`src/rtl/ttt_core_scheduler.sv`:
```
// ttt_core_scheduler: per-processor token buffering and time-multiplexed sweep of the shared TTT core.
// Latency: an accepted event is visible at any PRESENT one cycle later; a sweep is 1 + 2*NUM_PROCESSORS cycles plus stalls.
// Backpressure: in_ready is high whenever out of reset; a full 1-entry output register stalls the sweep in CAPTURE.
// Optional macro TTT_SCHED_PROG_EN adds the programming port and the PROG state.
module ttt_core_scheduler #(
    parameter int NEW_TOKEN_BITS = 8,
    parameter int TOKEN_BITS     = 8,
    parameter int DURATION_BITS  = 8,
    parameter int NUM_PROCESSORS = 10,
    parameter int TICK_CYCLES    = 64,
    parameter int IW             = $clog2(NUM_PROCESSORS)
) (
    input  logic                      clock_fast,
    input  logic                      reset,
    input  logic                      in_valid,
    output logic                      in_ready,
    input  logic [IW-1:0]             in_id,
    input  logic                      in_good,
    output logic                      clock_slow,
    output logic [IW-1:0]             processor_id,
    output logic [NEW_TOKEN_BITS-1:0] new_good_tokens,
    output logic [NEW_TOKEN_BITS-1:0] new_bad_tokens,
    output logic [2:0]                instruction,
    output logic [DURATION_BITS-1:0]  prog_duration,
    output logic [TOKEN_BITS-1:0]     prog_threshold,
    input  logic [1:0]                token_startstop,
    output logic                      out_valid,
    input  logic                      out_ready,
    output logic [IW-1:0]             out_id,
    output logic [1:0]                out_startstop,
    input  logic                      prog_valid,
    output logic                      prog_ready,
    input  logic [IW-1:0]             prog_id,
    input  logic [2:0]                prog_instr,
    input  logic [DURATION_BITS-1:0]  prog_dur,
    input  logic [TOKEN_BITS-1:0]     prog_thr,
    output logic                      tick_overrun
);
    localparam int TW = $clog2(TICK_CYCLES);
    localparam logic [NEW_TOKEN_BITS-1:0] CNT_MAX = '1;
    localparam logic [IW-1:0] LAST_ID = IW'(NUM_PROCESSORS - 1);

    typedef enum logic [2:0] {S_IDLE, S_TICK, S_PRESENT, S_CAPTURE, S_PROG} state_t;

    state_t                    state, state_nxt;
    logic [IW-1:0]             k, k_nxt;
    logic [NEW_TOKEN_BITS-1:0] good_cnt [NUM_PROCESSORS];
    logic [NEW_TOKEN_BITS-1:0] bad_cnt  [NUM_PROCESSORS];
    logic [NUM_PROCESSORS-1:0] present_clr;
    logic [TW-1:0]             tick_cnt;
    logic                      tick_due, tick_pending, take_tick;
    logic                      accept, out_full, load_out;

    assign in_ready    = reset;
    assign accept      = in_valid & reset;
    assign tick_due    = (tick_cnt == TW'(TICK_CYCLES - 1));
    assign take_tick   = tick_due | tick_pending;
    assign out_full    = out_valid & ~out_ready;
    assign present_clr = (state == S_PRESENT) ? (NUM_PROCESSORS'(1) << k) : '0;

    function automatic logic [NEW_TOKEN_BITS-1:0] bump(input logic [NEW_TOKEN_BITS-1:0] v);
        return (v == CNT_MAX) ? v : v + NEW_TOKEN_BITS'(1);
    endfunction

    // A clear and an increment in the same cycle leave the counter at 1.
    always_ff @(posedge clock_fast) begin
        for (int i = 0; i < NUM_PROCESSORS; i++) begin
            if (!reset) begin
                good_cnt[i] <= '0;
                bad_cnt[i]  <= '0;
            end else begin
                if (accept && in_good && in_id == IW'(i))
                    good_cnt[i] <= bump(present_clr[i] ? '0 : good_cnt[i]);
                else if (present_clr[i])
                    good_cnt[i] <= '0;
                if (accept && !in_good && in_id == IW'(i))
                    bad_cnt[i] <= bump(present_clr[i] ? '0 : bad_cnt[i]);
                else if (present_clr[i])
                    bad_cnt[i] <= '0;
            end
        end
    end

    always_ff @(posedge clock_fast) begin
        if (!reset) begin
            tick_cnt      <= '0;
            state         <= S_IDLE;
            k             <= '0;
            tick_pending  <= 1'b0;
            tick_overrun  <= 1'b0;
            out_valid     <= 1'b0;
            out_id        <= '0;
            out_startstop <= '0;
        end else begin
            tick_cnt <= tick_due ? '0 : tick_cnt + TW'(1);
            state    <= state_nxt;
            k        <= k_nxt;
            // Leaving IDLE always consumes any remembered tick.
            if (state == S_IDLE)
                tick_pending <= 1'b0;
            else if (tick_due)
                tick_pending <= 1'b1;
            if (tick_due && state != S_IDLE)
                tick_overrun <= 1'b1;
            if (load_out) begin
                out_valid     <= 1'b1;
                out_id        <= k;
                out_startstop <= token_startstop;
            end else if (out_ready) begin
                out_valid <= 1'b0;
            end
        end
    end

    always_comb begin
        state_nxt       = state;
        k_nxt           = k;
        load_out        = 1'b0;
        clock_slow      = 1'b0;
        processor_id    = '0;
        new_good_tokens = '0;
        new_bad_tokens  = '0;
        instruction     = '0;
        prog_duration   = '0;
        prog_threshold  = '0;
        prog_ready      = 1'b0;
        case (state)
            S_IDLE: begin
                if (take_tick)
                    state_nxt = S_TICK;
`ifdef TTT_SCHED_PROG_EN
                else if (prog_valid)
                    state_nxt = S_PROG;
`endif
            end
            S_TICK: begin
                clock_slow = 1'b1;
                k_nxt      = '0;
                state_nxt  = S_PRESENT;
            end
            S_PRESENT: begin
                processor_id    = k;
                new_good_tokens = good_cnt[k];
                new_bad_tokens  = bad_cnt[k];
                state_nxt       = S_CAPTURE;
            end
            S_CAPTURE: begin
                processor_id = k;
                if (!out_full) begin
                    load_out = (token_startstop != 2'b00);
                    if (k == LAST_ID) begin
                        state_nxt = S_IDLE;
                    end else begin
                        k_nxt     = k + IW'(1);
                        state_nxt = S_PRESENT;
                    end
                end
            end
`ifdef TTT_SCHED_PROG_EN
            S_PROG: begin
                processor_id   = prog_id;
                instruction    = prog_instr;
                prog_duration  = prog_dur;
                prog_threshold = prog_thr;
                prog_ready     = 1'b1;
                state_nxt      = S_IDLE;
            end
`endif
            default: state_nxt = S_IDLE;
        endcase
    end

`ifndef TTT_SCHED_PROG_EN
    logic unused_prog;
    assign unused_prog = ^{prog_valid, prog_id, prog_instr, prog_dur, prog_thr};
`endif

endmodule

```
`config.mk`:
```
export PLATFORM = sky130hd
export DESIGN_NAME = ttt_core_scheduler
export DESIGN_NICKNAME = d
export VERILOG_FILES = /design/src/rtl/ttt_core_scheduler.sv
export SDC_FILE = /design/constraint.sdc
export NUM_CORES = 1
export LEC_CHECK = 0
export ABC_AREA = 1
export BUFFER_PORTS_ARGS = -buffer_cell sky130_fd_sc_hd__buf_2
export CAP_MARGIN = 20
export CELL_PAD_IN_SITES_DETAIL_PLACEMENT = 1
export CELL_PAD_IN_SITES_GLOBAL_PLACEMENT = 1
export CORE_MARGIN = 2
export CORE_UTILIZATION = 45
export CTS_CLUSTER_DIAMETER = 50
export CTS_CLUSTER_SIZE = 14
export DETAILED_ROUTE_END_ITERATION = 7
export GPL_TIMING_DRIVEN = 0
export PLACE_DENSITY = 0.82
export SLEW_MARGIN = 20
export SYNTH_ARGS = -nofsm -noshare
export SYNTH_HDL_FRONTEND = slang
export SYNTH_SLANG_ARGS = --single-unit
```
`constraint.sdc`:
```
create_clock -name clock_fast -period 2.7 [get_ports clock_fast]
set_input_delay 0.675 -clock clock_fast [delete_from_list [all_inputs] [get_ports clock_fast]]
set_output_delay 0.675 -clock clock_fast [all_outputs]
set_load 0.02 [all_outputs]
```
# After elaboration in Yosys (flattened, before gate mapping)
# Memory sizes are Yosys's and may differ from the RTL's. A register that Yosys moved wholly into a read port is not among the register bits.
# Cells that the tools add are included.
[word_totals] register_bits=22 ramBits=160 input_bits=35 output_inout_bits=50 elab_cells=381 n_memories=2
[mem_list] memory="bad_cnt" depth=10 word_bits=8 rd=11 rd_ports_with_merged_regs=1 wr=10 line_no="48" source="logic [NEW_TOKEN_BITS-1:0] bad_cnt [NUM_PROCESSORS];"
[mem_list] memory="good_cnt" depth=10 word_bits=8 rd=11 rd_ports_with_merged_regs=1 wr=10 line_no="47" source="logic [NEW_TOKEN_BITS-1:0] good_cnt [NUM_PROCESSORS];"
[op_classes] n_addsub=22 n_eq_ne=37 n_shift=1 n_mux=231 n_bitwise=45 reduce_logical=35
[op_table] op="$mux 8" count=82
[op_table] op="$add 8x1->8 const B" count=20
[op_table] op="$eq 8x8->1 const B" count=20
[op_table] op="$mux 1" count=136
[op_table] op="$or 1x1->1" count=41
[op_table] op="$mux 4" count=7
[op_table] op="$logic_and 1x1->1" count=23
[op_table] op="$eq 4x3->1 const B" count=4
[op_table] op="$eq 4x4->1 const B" count=3
[op_table] op="$pmux 3 s4" count=1
[op_table] op="$mux 10" count=1
[op_table] op="$shl 1x4->10 const A" count=1
[op_table] op="$eq 4x2->1 const B" count=2
[op_table] op="$pmux 4 s2" count=1
[op_table] op="$add 6x1->6 const B" count=1
[op_table] op="$eq 3x2->1 const B" count=2
[op_table] op="$eq 6x6->1 const B" count=1
[op_table] op="$mux 3" count=2
[op_table] op="$ne 2x2->1 const B" count=3
[op_table] op="$reduce_bool 2->1" count=3
[op_table] op="$reduce_or 2->1" count=3
[op_table] op="$add 4x1->4 const B" count=1
[op_table] op="$eq 4x1->1 const B" count=1
[op_table] op="$logic_not 4->1" count=1
[op_table] op="other kinds (9)" count=11

# Logic depth before layout (Yosys ltp)
[depth] word_depth=8 ltp_mapped=13 ltp_nobuf=13

# Worst setup path after synthesis
# No wires, ideal clock.
[synth_timing] path_kind="register -> output" startpoint="reg with a tool-made name" endpoint="out new_bad_tokens[1]" arrival_time_ps=1535 required_time_ps=2025 path_slack_ps=490 path_stages_with_launch=7 n_path_buf=3 cell_sequence="dfxtp_1 buf_2 buf_2 buf_1 nand2_1 a31o_2 a21oi_1"
[synth_lines] item="end: declaration" line_no="22" source="output logic [NEW_TOKEN_BITS-1:0] new_bad_tokens,"

==> qor.yml <==
clock_skew_ns: 0.0136
synthFlopType: "edfxtp_1"
vias: 12700
drt_pass1_iterations: 5
dpl-instance-area_mm2: 0.0133
netlist_instances: 1760
antenna_found_initial: 0
power_frac_seq_pct: 51.6
hold_buffers: 0
synth_most_common_cell: "nand2_1"
setup_viol: 6
p_leak_nw: 6.51
cpMaxStageDelayCell: "dfxtp_4"
period_share_pct: 101
crit_path_frequent_cell: "buf_4"
yosysSeqAreaShare_pct: 42.4
finalWorstPathRequiredPeriod_ns: 2.74
cts_tree: "yes"
cellPowerDensity_mw_per_mm2: 439
maxCapViolations: 0
post-route-cell-area_mm2: 0.0146
hpwl_mm: 33.7
clk_pin_slew_ns: 0.08
via_per_inst: 5.70
clock_latency_ns: 0.47
critical_path_class: "reg -> out"
placed_cells: 2196
rows: 61
drv_slew: 0
syn2layout_area_growth_pct: 16.8
worstSetupEndpointType: "primary output"
synth.largest_area_cell: "edfxtp_1"
portBuffers: 39
drc: 0
timing_hold_violations_final: 0
cpPeakStageDelay_ns: 0.39
setup_ws_ns: -0.0402
n_antenna_cell: 0
clock_sinks: 185
initial_core_util_pct: 45.4
yosysTopAreaCellShare_pct: 38.4
synth.cell_area_mm2: 0.0125
crit_fanout: 10
swShare_pct: 27.1
outcome: "finished, violations left"
drt_iter0_markers: 1045
die_h_um: 171
synth_edf_count: 160
arrival_ns: 2.07
detail-route-antenna-nets: 0
chipWidth_um: 171
wirelength_mm: 45.1
worst_slew_pin_slew_ns: 1.14
grt_pass1_wl_mm: 69.9
power.share.clock_pct: 41.3
vdd_drop_max_mv: 0.477
cts_buffer_depth: 2
synth_seq_cells: 185
cts_root_buffer: "clkbuf_16"
maxSlewHeadroom_pct: 23.8
grt_setup_unrepaired: "true"
async_flop_share_pct: 0
grt_pass1_vias: 12500
min_path_type: "in -> reg"
grt_overflow: 0
final_util_pct: 53.1
crit_chain: "buf_4 -> buf_4 -> nor2_1 -> o21ai_2 -> o22ai_2 -> a21oi_1 -> buf_4"
required_ns: 2.03
critPathLaunchType: "flop"
failed_checks: "negative setup slack"
syn_avg_cell_area_um2: 7.11
nets: 1886
grt_usage_pct: 31.3
core_area_mm2: 0.0276
final-instance-count-excl-fill: 2235
fp.dieArea_mm2: 0.0292
clock.fmax_mhz: 365
p_comb_share_pct: 7.2
p_switching_w: 0.00174
yosysWarnings: 0
wl_per_cell_um: 20.2
synth_area_leaders: "edfxtp_1, nand2_1, inv_1, nor2_1, nand3_1"
io_pins: 85
grt_max_degree: 19
cts_inserted_buffers: 17
htree_levels: 4
synth.distinct_cells: 43
place.gp.congestion: 0.940
drive_above_1_share_pct: 14.5
p_int_w: 0.00469
synth_commonest_cells: "nand2_1, inv_1, nor2_1, nand3_1, edfxtp_1"
place_ws_ns: -0.361
[sequential cells by signal, summed over array words and instances, names as in the netlist, named ones only]
register / count
bad_cnt: 80
good_cnt: 80
tick_cnt: 6
k: 4
out_id: 4
out_startstop: 2
state: 2
out_valid: 1
tick_overrun: 1
tick_pending: 1
[final cells by class]
type                    instances  area (µm²)
fillers                      3534       12900
multi-input cells            1245        6200
flip-flops and latches        185        5310
inverters                     271        1030
plain buffers                  77         657
clock buffers                  20         489
well taps                     378         473
repair buffers                 47         337
clock inverters                12         119
[through the flow]
stage | TNS (ns) | hold WS (ns) | power [W]
floorplan | 0 | 0.418 | 0.00362
global placement | -33.32 | 0.427 | 0.00377
detailed placement | -39.89 | 0.438 | 0.00380
CTS | -0.127 | 0.427 | 0.00642
global route | -0.450 | 0.438 | 0.00660
finish | -0.105 | 0.439 | 0.00643
[cell usage in the layout, fill, tap and decap left out, types with 6 or more instances in the layout]
master     netlist  layout
ha_1             7       7
nand3_2         10      15
nor2_1         238     232
buf_6            3      12
a21oi_2          1      25
nand2_1        363     361
o21bai_1         7       7
dfxtp_1         25      22
clkbuf_16        0      23
o21ai_0        151      87
buf_2           17      40
a21oi_1        141     117
nand3_1        167     162
o21ai_1          1      30
a31oi_1         25      25
nor2_2           8      14
nor3_1          15      15
inv_1          264     264
edfxtp_1       160     160
o21ai_4          0       6
nand4_1         35      35
buf_4           26      45
o22ai_2          0      10
buf_8            0       6
o21ai_2          0      29
clkbuf_1        30       6
o211ai_1        18      18
conb_1           1      20
[critical path, delay by kind of cell (launching register included)]
kind	cells	cell delay, ns
AOI/OAI and AO/OA	3	0.60
buffers and inverters	3	0.53
DFF	1	0.39
and+or+nand+nor	1	0.08
[what timing repair did]
item | CTS | global route
cloned | 2 | 2
gates resized for setup | 184 | 85
setup endpoints to repair | 16 | 66
buffers inserted | 4 | 0
pin swaps | 26 | 23
[worst paths after layout]
| path | startpoint | to | slack, ns | depth (start not counted) |
|---|---|---|---|---|
| setup / recovery | flop | new_good_tokens[5] | -0.04 | 7 |
| setup reg to reg | k[1]$_SDFFE_PN0P_ | good_cnt[1][5]$_SDFFCE_PP0P_ | 0.23 | 8 |
| hold reg to reg | tick_cnt[0]$_SDFF_PP0_ | tick_cnt[0]$_SDFF_PP0_ | 0.45 | 1 |
| hold / removal | token_startstop[1] | out_startstop[1]$_SDFFE_PN0P_ | 0.44 | 3 |
[cell families (layout without fill, tap and decap cells)]
logic type	after synthesis	count (layout)	share of synthesized area (%)
adders and majority gates	7	7	0.700
AOI/OAI and AO/OA	362	362	15.5
other	1	20	0.0300
buffers and inverters	349	427	11.6
DFF	185	185	42.4
and+or+nand+nor	850	850	29.3
xor gates and xnor gates	6	6	0.420
[metal layers]
layer	vias up	track usage (%)	routed length, µm
met1	6220	42.8	19900
met2	420	49.1	20400
met4	0	13.3	1800
met5	-	0	0
met3	87	5.37	2990
li1	6010	-	-
[power by group through the flow]
stage | registers (W) | clock network, W | logic (W)
3_5_place_dp | 0.00337 | 0 | 0.000427
3_3_place_gp | 0.00337 | 0 | 0.000408
4_1_cts | 0.00331 | 0.00267 | 0.000446
6_report | 0.00331 | 0.00265 | 0.000460
2_1_floorplan | 0.00332 | 0 | 0.000308
5_1_grt | 0.00333 | 0.00276 | 0.000508
No activity file was read; power rests on OpenSTA's default activity.
